==> config.mk <==
export PLATFORM = sky130hd
export DESIGN_NAME = pool_bias_act
export DESIGN_NICKNAME = d
export VERILOG_FILES = /design/src/rtl/pool_bias_act.sv
export SDC_FILE = /design/constraint.sdc
export NUM_CORES = 1
export LEC_CHECK = 0
export ABC_AREA = 1
export BUFFER_PORTS_ARGS = -buffer_cell sky130_fd_sc_hd__buf_2
export CORE_MARGIN = 5
export CORE_UTILIZATION = 58
export CTS_CLUSTER_SIZE = 12
export DETAILED_ROUTE_END_ITERATION = 6
export GPL_ROUTABILITY_DRIVEN = 0
export PLACE_DENSITY = 0.79
export SETUP_SLACK_MARGIN = 0.15
export SYNTH_ARGS = -nofsm -noshare
export SYNTH_HDL_FRONTEND = slang
export SYNTH_SLANG_ARGS = --single-unit
==> constraint.sdc <==
create_clock -name clk -period 6 [get_ports clk]
set_clock_uncertainty 0.15 [all_clocks]
set_input_delay 1.2 -clock clk [delete_from_list [all_inputs] [get_ports clk]]
set_output_delay 1.2 -clock clk [all_outputs]
set_load 0.05 [all_outputs]
==> src/rtl/pool_bias_act.sv <==
// pool_bias_act
//   Post-processing stage behind the pooling engine. Each finished pooled beat
//   (state FINISH or COMPL) gets an optional per-lane bias add with signed
//   saturation, then an optional activation. Results are queued in a small
//   show-ahead FIFO and handed downstream over valid/ready. The pooling engine
//   cannot be stalled, so a beat arriving at a full FIFO is dropped and flagged.
//
//   Build option: define POOL_ACT_LEAKY_EN to turn the activation into a leaky
//   ReLU (negative lanes become value >>> 3) instead of clamping them to zero.
//
// Ports
//   clk, reset     : clock, asynchronous active-high reset
//   in_state       : pool state 0=INVALID 1=VALID 2=FINISH 3=COMPL
//   in_data        : pooled lanes, lane i at [i*DATA_WID +: DATA_WID]
//   in_bias        : per-lane bias, same packing
//   in_lane_mask   : 1 = lane carries a real result
//   if_bias        : add bias when 1
//   if_act         : apply activation when 1
//   out_valid      : FIFO head valid
//   out_ready      : consumer accepts head
//   out_data       : FIFO head data (0 when empty)
//   out_last       : head beat came from a COMPL input
//   overflow       : sticky, a beat was dropped
//   beat_cnt       : beats popped since the last out_last pop (saturating)

module pool_bias_act #(
    parameter int DATA_WID   = 16,
    parameter int LANES      = 4,
    parameter int FIFO_DEPTH = 4
) (
    input  logic                      clk,
    input  logic                      reset,
    input  logic [1:0]                in_state,
    input  logic [LANES*DATA_WID-1:0] in_data,
    input  logic [LANES*DATA_WID-1:0] in_bias,
    input  logic [LANES-1:0]          in_lane_mask,
    input  logic                      if_bias,
    input  logic                      if_act,
    output logic                      out_valid,
    input  logic                      out_ready,
    output logic [LANES*DATA_WID-1:0] out_data,
    output logic                      out_last,
    output logic                      overflow,
    output logic [15:0]               beat_cnt
);

    localparam int DW = LANES * DATA_WID;
    localparam int AW = $clog2(FIFO_DEPTH);

    localparam logic [1:0] ST_FINISH = 2'd2;
    localparam logic [1:0] ST_COMPL  = 2'd3;

    // Sign-extend both operands one bit, add, then clamp on the two top bits.
    function automatic logic signed [DATA_WID-1:0] sat_add(
        input logic signed [DATA_WID-1:0] a,
        input logic signed [DATA_WID-1:0] b,
        input logic                       en
    );
        logic signed [DATA_WID:0] ae;
        logic signed [DATA_WID:0] be;
        logic signed [DATA_WID:0] s;
        ae = a;
        be = b;
        if (!en) be = '0;
        s = ae + be;
        case (s[DATA_WID -: 2])
            2'b01:   sat_add = {1'b0, {(DATA_WID-1){1'b1}}};
            2'b10:   sat_add = {1'b1, {(DATA_WID-1){1'b0}}};
            default: sat_add = s[DATA_WID-1:0];
        endcase
    endfunction

    function automatic logic signed [DATA_WID-1:0] act_lane(
        input logic signed [DATA_WID-1:0] v,
        input logic                       en,
        input logic                       m
    );
        if (!m) begin
            act_lane = '0;
        end else if (en && v[DATA_WID-1]) begin
`ifdef POOL_ACT_LEAKY_EN
            act_lane = v >>> 3;
`else
            act_lane = '0;
`endif
        end else begin
            act_lane = v;
        end
    endfunction

    logic              w_accept;
    logic [DW-1:0]     w_sat;
    logic [DW-1:0]     w_act;

    logic              r_s1_valid;
    logic              r_s1_last;
    logic              r_s1_act;
    logic [LANES-1:0]  r_s1_mask;
    logic [DW-1:0]     r_s1_data;

    logic [DW:0]       r_mem [FIFO_DEPTH];
    logic [AW:0]       r_wr_ptr;
    logic [AW:0]       r_rd_ptr;

    logic              w_empty;
    logic              w_full;
    logic              w_pop;
    logic              w_wr_en;
    logic [DW:0]       w_head;

    // Partial windows (INVALID/VALID) never enter the pipeline.
    assign w_accept = (in_state == ST_FINISH) || (in_state == ST_COMPL);

    for (genvar g = 0; g < LANES; g++) begin : g_lane
        assign w_sat[g*DATA_WID +: DATA_WID] =
            sat_add(in_data[g*DATA_WID +: DATA_WID], in_bias[g*DATA_WID +: DATA_WID], if_bias);
        assign w_act[g*DATA_WID +: DATA_WID] =
            act_lane(r_s1_data[g*DATA_WID +: DATA_WID], r_s1_act, r_s1_mask[g]);
    end

    // Stage 1: bias + saturate
    always_ff @(posedge clk or posedge reset) begin
        if (reset) r_s1_valid <= 1'b0;
        else       r_s1_valid <= w_accept;
    end

    always_ff @(posedge clk) begin
        if (w_accept) begin
            r_s1_last <= (in_state == ST_COMPL);
            r_s1_act  <= if_act;
            r_s1_mask <= in_lane_mask;
            r_s1_data <= w_sat;
        end
    end

    // Stage 2: activation, FIFO write
    assign w_empty = (r_wr_ptr == r_rd_ptr);
    assign w_full  = (r_wr_ptr[AW] != r_rd_ptr[AW]) &&
                     (r_wr_ptr[AW-1:0] == r_rd_ptr[AW-1:0]);
    assign w_pop   = !w_empty && out_ready;
    // A pop in the same cycle frees the slot being written, so full+pop is fine.
    assign w_wr_en = r_s1_valid && (!w_full || w_pop);

    always_ff @(posedge clk) begin
        if (w_wr_en) r_mem[r_wr_ptr[AW-1:0]] <= {r_s1_last, w_act};
    end

    always_ff @(posedge clk or posedge reset) begin
        if (reset) begin
            r_wr_ptr <= '0;
            r_rd_ptr <= '0;
            overflow <= 1'b0;
            beat_cnt <= '0;
        end else begin
            if (w_wr_en) r_wr_ptr <= r_wr_ptr + 1'b1;
            if (w_pop)   r_rd_ptr <= r_rd_ptr + 1'b1;
            if (r_s1_valid && w_full && !w_pop) overflow <= 1'b1;
            if (w_pop) begin
                if (w_head[DW])                beat_cnt <= '0;
                else if (beat_cnt != 16'hFFFF) beat_cnt <= beat_cnt + 16'd1;
            end
        end
    end

    // Output: show-ahead head, zeroed while empty
    assign w_head    = r_mem[r_rd_ptr[AW-1:0]];
    assign out_valid = !w_empty;
    assign out_data  = w_empty ? '0 : w_head[DW-1:0];
    assign out_last  = !w_empty && w_head[DW];

endmodule
==> out/qor.csv, run 1 <==
metric,value,unit
crit_fanout,33,
synth_area_leaders,"edfxtp_1, nand2_1, inv_1",
fp.coreArea,32540,sq um
die_x,191.5,um
final_cell_area,21610,sq um
period_needed,4.579,ns
clock_sinks,354,
power.leakage,10.64,nW
cp_data_arrival_time,4.66,ns
vias,14990,
synth_top_area_cell,edfxtp_1,
reg2reg_to,r_mem[1][13]$_DFFE_PP_,
cts_tree,done,
io_buffers,221,
rows,66,
p_per_area,488.4,nW/um^2
root_buffer,clkbuf_16,
wl_per_cell,15.01,um
synth_ff_type,edfxtp_1,
ir_drop,0.4518,mV
maxSlewViolCount,0,
vias_per_cell,5.225,
gr-total-overflow,0,
pre_cts_ws,0.8866,ns
numCtsBuffers,36,
cts_buffer_depth,3,
ys_ff_latch,354,
total_power,10.55,mW
rsz0062_at_grt,false,
final_util,0.6642,
drc_errors,0,
yosysSeqAreaShare,0.5502,
place_hpwl,29570,um
grt_max_degree,93,
setup_violations,0,
worst_slack,1.421,ns
fmax,218.4,MHz
die-area,36670,sq um
clkSlewWorstSetupHoldPaths,0.06,ns
synthCells,2212,
synth_edf_count,330,
grt_usage,0.2352,
grt_pass1_vias,14290,
critical_path_class,in -> reg,
hold_end,overflow$_DFFE_PP0P_,
post_dp_cell_area,20620,sq um
ys_types,34,
startpoint_type,input port,
grt_pass1_wl,70250,um
netlist_area,19100,sq um
cts_max_level,2,
ctsResizeCount,0,
ctsHoldBuffers,0,
post_cts.repair.setup_buffers,0,
routed_wl,43070,um
drive_above_1_share,0.1232,
reg2reg_depth,6,
postRouteAntennaNets,0,
r2r_start,r_rd_ptr[1]$_DFFE_PP0P_,
stdcell_count,2869,
synth_area_per_cell,8.636,sq um
fin_worst_hold_slack,0.3232,ns
yosysMostFrequentCell,nand2_1,
hold_viol_final,0,
die_h,191.5,um
crit_required,6.08,ns
critPathLaunch,if_bias,
status,finished clean,
period_share,0.7631,
ff2ff_setup_slack,2.64,ns
holdCritStartpoint,overflow$_DFFE_PP0P_,
syn_nets,2433,
nets,2635,
first_iter_violations,1320,
worst_hold_path_type,reg -> reg,
yosys-top-cells-count,"nand2_1, inv_1, edfxtp_1, nor2_1, o21ai_0",
yosysWarnings,0,
cp-end-kind,flop,
hold_depth,1,
dp_cells,2818,
cap_viol_max_count,0,
synth.top_cell.area_share,0.5187,
area_growth,13.13,%
tns,0,ns
start_util,0.5871,
clock_latency,0.52,ns
async_flop_share,0.06780,
pin_count,222,
maxSlewHeadroom,0.3347,
diodes,0,
worst_pin_slew,0.9979,ns
antenna_found_initial,0,
dr.pass1.iters,7,
-- cell type report --
class / instances / area, sq um
Clock buffer: 46 / 959.7
Inverter: 383 / 1441
Sequential cell: 354 / 10510
Clock inverter: 5 / 33.78
Multi-Input combinational cell: 1403 / 6867
Timing Repair Buffer: 236 / 1244
Fill cell: 2626 / 10920
Tap cell: 442 / 553.0
-- power breakdown --
| group | internal (mW) | switching, mW |
|---|---|---|
| logic | 1.14 | 3.90 |
| clock network | 1.12 | 0.838 |
| registers | 3.38 | 0.180 |
| total | 5.63 | 4.92 |
-- worst max path at each step --
stage                     cells after the start                 endpoint  slack [ns]
after global routing                         19  r_s1_data[18]$_DFFE_PP_        0.95
after global placement                       21   r_s1_data[1]$_DFFE_PP_        1.06
after detailed placement                     21   r_s1_data[2]$_DFFE_PP_        0.89
after CTS                                    21   r_s1_data[2]$_DFFE_PP_        1.43
final                                        19  r_s1_data[20]$_DFFE_PP_        1.42
after floorplan                               4    r_mem[0][0]$_DFFE_PP_        1.14
-- registers in the layout (all words and copies together) (netlist names), 3 cells and up --
signal	cells
r_mem	260
r_s1_data	64
beat_cnt	16
r_s1_mask	4
r_rd_ptr	3
r_wr_ptr	3
-- per-layer routing --
layer / up-vias / part of all wire / track usage
met4: 0 / 0.020 / 0.06105
met1: 6803 / 0.44 / 0.3348
met2: 600 / 0.47 / 0.3862
met5: - / 0 / 0
met3: 63 / 0.079 / 0.03068
li1: 7525 / - / -
-- cells by family (layout without fill, tap and decap cells) --
kind of cell	count (synthesis)	in the layout	share of synthesized area
simple gates	1010	1010	0.2108
xor+xnor	25	25	0.01146
flops	354	354	0.5502
buf+inv	455	670	0.09196
compound gates	286	286	0.08030
fa+ha+maj	82	82	0.05528
-- critical path: stages --
cell and delay [ns]:
buf_2 0.32, buf_4 0.38, nand2_1 0.08, inv_1 0.06, ha_1 0.18, inv_1 0.07, fa_1 0.42, inv_1 0.09
nand3_1 0.06, nand3_1 0.13, nand2_1 0.07, nand3_1 0.11, nand2_1 0.10, nand3_1 0.09, nand2_1 0.06, ha_1 0.47
inv_1 0.20, nand2_1 0.36, o21ai_0 0.18
-- cells in the final DEF, fill, tap and decap left out, drive strengths merged --
cell type  netlist  final
a21oi           46     46
and2             2      2
and3             1      1
buf             27    236
clkbuf          45     46
clkinv           1      4
dfrtp           24     24
edfxtp         330    330
fa               4      4
ha              78     78
inv            382    384
nand2          610    610
nand3           91     91
nand3b          10     10
nand4            4      4
nor2           270    270
nor3            16     16
o21ai          167    167
o21bai           6      6
o22ai           64     64
o31ai            3      3
or2              6      6
xnor2            9      9
xor2            16     16
No activity file was read; power rests on OpenSTA's default activity.
==> inputs of run 2 (changes only) <==
clock period = 4.3 ns   (was 6 ns; I/O delays follow)
==> run 2 against run 1 <==
  * Sequential power increased by 39%
  * Utilization increased by 0.30 points
  * First-iteration DRC count increased by 12%
  * Combinational power increased by 42%
  * Register-to-register slack got worse by 1.1 ns
  * Clock power increased by 38%
  * Largest cell class unchanged
  * Highest routed layer unchanged
==> out/qor.csv, run 2 (same netlist as run 1, synthesis figures left out) <==
metric,value,unit,change
hold_end,r_wr_ptr[2]$_DFFE_PP0P_,,
vias_per_cell,5.224,,about the same
critical_path_class,in -> reg,,
r2r_start,r_rd_ptr[0]$_DFFE_PP0P_,,
dr.pass1.iters,6,,-1
hold_viol_final,0,,unchanged
startpoint_type,input port,,
root_buffer,clkbuf_16,,
p_per_area,681.2,nW/um^2,+39%
place_hpwl,29570,um,about the same
die-area,36670,sq um,unchanged
rsz0062_at_grt,false,,
fmax,270.3,MHz,
io_buffers,221,,unchanged
grt_max_degree,66,,-29%
maxSlewViolCount,0,,unchanged
total_power,14.79,mW,+40%
clock_sinks,354,,unchanged
maxSlewHeadroom,0.3798,,+0.04512
grt_pass1_wl,69610,um,-0.90%
drc_errors,0,,unchanged
postRouteAntennaNets,0,,unchanged
fin_worst_hold_slack,0.3427,ns,+0.01954 ns
period_share,0.8604,,
wl_per_cell,14.94,um,-0.49%
largest_reg_flops,260,,unchanged
routed_wl,42900,um,-0.39%
diodes,0,,unchanged
grt_pass1_vias,14150,,-0.95%
final_cell_area,21710,sq um,+0.45%
vias,15000,,+0.073%
cts_max_level,2,,unchanged
start_util,0.5871,,unchanged
multi_input_area,6869,sq um,about the same
gr-total-overflow,0,,unchanged
crit_required,4.37,ns,-1.71 ns
regArea,10510,sq um,unchanged
stdcell_count,2872,,+0.10%
cap_viol_max_count,0,,unchanged
reg2reg_to,beat_cnt[0]$_DFFE_PP0P_,,
cts_tree,done,,
reg2reg_depth,12,,+6
holdCritStartpoint,r_wr_ptr[2]$_DFFE_PP0P_,,
dp_cells,2824,,+0.21%
clock_latency,0.51,ns,about the same
die_x,191.5,um,unchanged
ff2ff_setup_slack,1.58,ns,-1.06 ns
fp.coreArea,32540,sq um,unchanged
post_dp_cell_area,20730,sq um,+0.52%
layout_commonest_cell,nand2_1,,
cp-end-kind,flop,,
setup_violations,0,,unchanged
crit_fanout,21,,-36%
cp_data_arrival_time,3.77,ns,-0.89 ns
worst_hold_path_type,reg -> reg,,
fillerInstances,2598,,-1.1%
layout.cells.most_common_list,"nand2_1, inv_1, edfxtp_1",,
hold_depth,1,,unchanged
numCtsBuffers,36,,unchanged
rows,66,,unchanged
grt_usage,0.2331,,-0.002059
clkSlewWorstSetupHoldPaths,0.06,ns,about the same
ir_drop,0.5962,mV,+32%
period_needed,3.700,ns,
status,finished clean,,
power.leakage,10.69,nW,+0.48%
worst_pin_slew,0.9292,ns,-0.06870 ns
first_iter_violations,1474,,+12%
pin_count,222,,unchanged
cts_buffer_depth,3,,unchanged
drive_above_1_share,0.1267,,+0.003552
antenna_found_initial,0,,unchanged
die_h,191.5,um,unchanged
area_growth,13.64,%,
tns,0,ns,unchanged
nets,2641,,+0.23%
[run 2: cell types whose count changed in the layout (fill, tap and decap cells not counted), sizes merged]
cell / before / now
buf: 236 / 242
clkbuf: 46 / 40
clkinv: 4 / 8
inv: 384 / 383
[run 2: metrics by stage]
step	setup slack [ns]	util
after floorplan	-0.2201	-
after global placement	0.1239	0.6370
after detailed placement	0.02038	0.6370
after CTS	0.4879	0.6672
after global routing	0.2666	0.6672
final	0.6004	0.6672
[run 2: report_power, final]
| part | switching [mW] | internal (mW) | leakage (nW) |
|---|---|---|---|
| combinational | 5.50 | 1.65 | 6.76 |
| clock | 1.16 | 1.54 | 0.485 |
| sequential | 0.232 | 4.71 | 3.44 |
| total | 6.89 | 7.90 | 10.7 |
[run 2: worst max-delay path, cell delays in order]
cell and delay, ns:
buf_2 0.12, buf_4 0.25, nand2_1 0.14, fa_1 0.40
inv_1 0.09, nand2_1 0.07, o21ai_1 0.23, nand2_1 0.08
nand2_1 0.10, nand2_1 0.07, nand2_1 0.06, nand2_1 0.04
nand2_1 0.08, inv_1 0.05, ha_1 0.29, clkinv_1 0.23
nand2_1 0.41, o21ai_0 0.18
[run 2: area by class of cell]
class	instances	area share
Clock inverter	8	0.002017
Inverter	383	0.06639
Tap cell	442	0.02547
Timing Repair Buffer	242	0.06224
Clock buffer	40	0.04317
Multi-Input combinational cell	1403	0.3164
Sequential cell	354	0.4843
[run 2: how the worst max path moves through the flow]
stage | start | to | slack, ns | cells past startpoint
floorplan | out_ready | r_mem[0][0]$_DFFE_PP_ | -0.22 | 4
global placement | if_bias | r_s1_data[20]$_DFFE_PP_ | 0.12 | 19
detailed placement | if_bias | r_s1_data[17]$_DFFE_PP_ | 0.02 | 19
CTS | if_bias | r_s1_data[18]$_DFFE_PP_ | 0.49 | 19
global route | if_bias | r_s1_data[18]$_DFFE_PP_ | 0.27 | 19
finish | if_bias | r_s1_data[49]$_DFFE_PP_ | 0.60 | 18
[run 2: layer usage]
layer	wire length, um	vias up	GRT usage
li1	-	7520	-
met1	19040	6781	0.3371
met2	19470	636	0.3767
met3	3477	65	0.03159
met4	914	0	0.05967
met5	0	-	0
[run 2: what timing repair did]
action | CTS | global route
endpoints found under the setup margin | 0 | 2
setup buffers | 0 | 0
hold buffers | 0 | 0
gates resized for setup | 0 | 1
==> inputs of run 3 (changes only) <==
ABC_AREA = 0   (was 1)
CTS_BUF_LIST = sky130_fd_sc_hd__clkbuf_4 sky130_fd_sc_hd__clkbuf_8 sky130_fd_sc_hd__clkbuf_16   (was not set)
PLACE_DENSITY = 0.8   (was 0.79)
==> run 3 against run 2 <==
  * Via count fell by 25%
  * Wire length shrank 13%
  * Sequential power hardly changed
  * Count of clock-buffer cells in the layout increased by 1
  * First-iteration DRC count decreased by 44%
  * Sequential share of layout area up 2.3 points
  * Critical path depth is 2 lower
  * Hold slack got worse by 0.035 ns
  * Non-clock buffer count increased by 28
  * Combinational power is 8.1% lower
  * Largest cell class unchanged
==> out/qor.csv, run 3 <==
metric,value,unit,change
io_buffers,221,,unchanged
yosys-top-cells-count,"edfxtp_1, and2_1, ha_1, nor2b_1, mux4_2",,
routed_wl,37390,um,-13%
fmax,259.7,MHz,-3.9%
wl_per_cell,19.21,um,+29%
ctsHoldBuffers,0,,unchanged
reg2reg_to,beat_cnt[6]$_DFFE_PP0P_,,
synthCells,1281,,-42%
rsz0062_at_grt,false,,
yosysMostFrequentCell,edfxtp_1,,
cp-end-kind,flop,,
worst_pin_slew,1.116,ns,+0.1865 ns
grt_max_degree,73,,+11%
cap_viol_max_count,0,,unchanged
regArea,10520,sq um,about the same
synth_area_leaders,"edfxtp_1, mux4_2, ha_1",,
vias_per_cell,5.796,,+11%
fin_worst_hold_slack,0.3079,ns,-0.03488 ns
multi_input_area,7027,sq um,+2.3%
stdcell_count,1947,,-32%
pre_cts_ws,-0.1800,ns,-0.2004 ns
pin_count,222,,unchanged
p_per_area,686.7,nW/um^2,+0.81%
place_hpwl,25760,um,-13%
cp_cell_sequence,buf_2 > buf_12 > and2_1 > ha_1 > fa_1 > a211oi_2 > nor2_1 > o31ai_2 > a21oi_1 > o21ai_2 > a31o_2 > ha_1 > nand2_1 > nor3_1 > a311oi_1 > o211ai_1,,
drc_errors,0,,unchanged
area_growth,16.92,%,
fillerInstances,2177,,-16%
tns,0,ns,unchanged
reg2reg_depth,7,,-5
clkSlewWorstSetupHoldPaths,0.06,ns,about the same
dr.pass1.iters,5,,-1
cts_tree,done,,
die-area,34180,sq um,-6.8%
layout_commonest_cell,edfxtp_1,,
cts_max_level,2,,unchanged
start_util,0.5829,,-0.004287
final_cell_area,20740,sq um,-4.5%
power.leakage,8.083,nW,-24%
slowest_stage,fa_1,,
async_flop_share,0.06780,,unchanged
post_dp_cell_area,19740,sq um,-4.8%
nets,1761,,-33%
path_common_cell,ha_1,,
critical_path_class,in -> reg,,
synth_edf_count,330,,unchanged
synth_area_per_cell,13.85,sq um,+60%
ys_ff_latch,354,,unchanged
grt_usage,0.2173,,-0.01584
period_needed,3.851,ns,+0.1514 ns
fp.coreArea,30430,sq um,-6.5%
antenna_found_initial,0,,unchanged
grt_pass1_vias,11150,,-21%
clock_latency,0.50,ns,about the same
cp_num_buf_inv,2,,-3
synth_ff_type,edfxtp_1,,
r2r_start,r_rd_ptr[1]$_DFFE_PP0P_,,
die_h,184.9,um,-3.5%
cp-endpoint,r_s1_data[43]$_DFFE_PP_,,
period_share,0.8956,,+0.03520
yosysWarnings,0,,unchanged
startpoint_type,input port,,
synth.top_cell.area_share,0.5587,,+0.04000
gr-total-overflow,0,,unchanged
setup_violations,0,,unchanged
ys_types,64,,+88%
netlist_area,17740,sq um,-7.2%
path_depth,16,,-2
synth_top_area_cell,edfxtp_1,,
vias,11280,,-25%
dp_cells,1898,,-33%
cts_buffer_depth,3,,unchanged
maxSlewViolCount,0,,unchanged
root_buffer,clkbuf_16,,
numCtsBuffers,36,,unchanged
yosysSeqAreaShare,0.5926,,+0.04242
maxSlewHeadroom,0.2495,,-0.1303
worst_slack,0.4491,ns,-0.1514 ns
die_x,184.9,um,-3.5%
critPathMaxStageDelay,0.43,ns,+0.02 ns
ir_drop,0.5796,mV,-2.8%
rows,64,,-3.0%
crit_fanout,32,,+52%
first_iter_violations,831,,-44%
drive_above_1_share,0.2753,,+0.1486
hold_viol_final,0,,unchanged
clock_sinks,354,,unchanged
largest_reg_flops,260,,unchanged
diodes,0,,unchanged
worst_hold_path_type,reg -> reg,,
grt_pass1_wl,58930,um,-15%
syn_nets,1502,,-38%
layout.cells.most_common_list,"edfxtp_1, buf_2, and2_1",,
ctsResizeCount,0,,unchanged
post_cts.repair.setup_buffers,0,,unchanged
crit_required,4.38,ns,about the same
postRouteAntennaNets,0,,unchanged
cp_data_arrival_time,3.93,ns,+0.16 ns
critPathLaunch,if_bias,,
crit_family,compound AO/OA/AOI/OAI gates,,
status,finished clean,,
ff2ff_setup_slack,1.27,ns,-0.31 ns
==> run 3: kinds of logic after synthesis <==
family | count (synthesis) | share of synthesized area
AND/OR/NAND/NOR | 394 | 0.1232
flip-flops | 354 | 0.5926
AO/OA/AOI/OAI | 246 | 0.09390
adder cells (fa/ha/maj) | 82 | 0.05954
buffers and inverters | 81 | 0.01848
multiplexers | 68 | 0.08466
XOR/XNOR | 56 | 0.02765
==> run 3: cell type report <==
class	count	share of cell area
Multi-Input combinational cell	846	0.3389
Tap cell	396	0.02389
Inverter	32	0.005793
Clock buffer	41	0.04525
Timing Repair Buffer	270	0.07663
Sequential cell	354	0.5071
Clock inverter	8	0.002474
==> run 3: worst min-delay path by stage <==
| stage | to | startpoint | depth (start not counted) | slack, ns |
|---|---|---|---|---|
| 2_1_floorplan | overflow$_DFFE_PP0P_ | r_s1_valid$_DFF_PP0_ | 1 | 0.30 |
| 3_3_place_gp | overflow$_DFFE_PP0P_ | r_s1_valid$_DFF_PP0_ | 1 | 0.30 |
| 6_report | overflow$_DFFE_PP0P_ | overflow$_DFFE_PP0P_ | 1 | 0.31 |
| 5_1_grt | overflow$_DFFE_PP0P_ | overflow$_DFFE_PP0P_ | 1 | 0.34 |
| 4_1_cts | overflow$_DFFE_PP0P_ | overflow$_DFFE_PP0P_ | 1 | 0.31 |
| 3_5_place_dp | overflow$_DFFE_PP0P_ | overflow$_DFFE_PP0P_ | 1 | 0.30 |
==> run 3: routing by layer <==
layer,vias up,GRT usage,share of wire
li1,5365,-,-
met1,5490,0.3026,0.42
met2,380,0.3653,0.49
met3,49,0.02946,0.062
met4,0,0.05989,0.023
met5,-,0,0
==> run 3: stage by stage <==
stage	utilization	total power, mW
after global routing	0.6815	14.93
final	0.6815	14.24
after floorplan	-	9.895
after global placement	0.6486	11.48
after detailed placement	0.6486	11.63
after CTS	0.6812	14.38
==> run 3: power by group <==
group	switching, mW	leakage, nW	internal (mW)
logic	4.53	4.17	2.04
registers	0.226	3.42	4.74
clock network	1.16	0.494	1.54
total	5.91	8.08	8.32
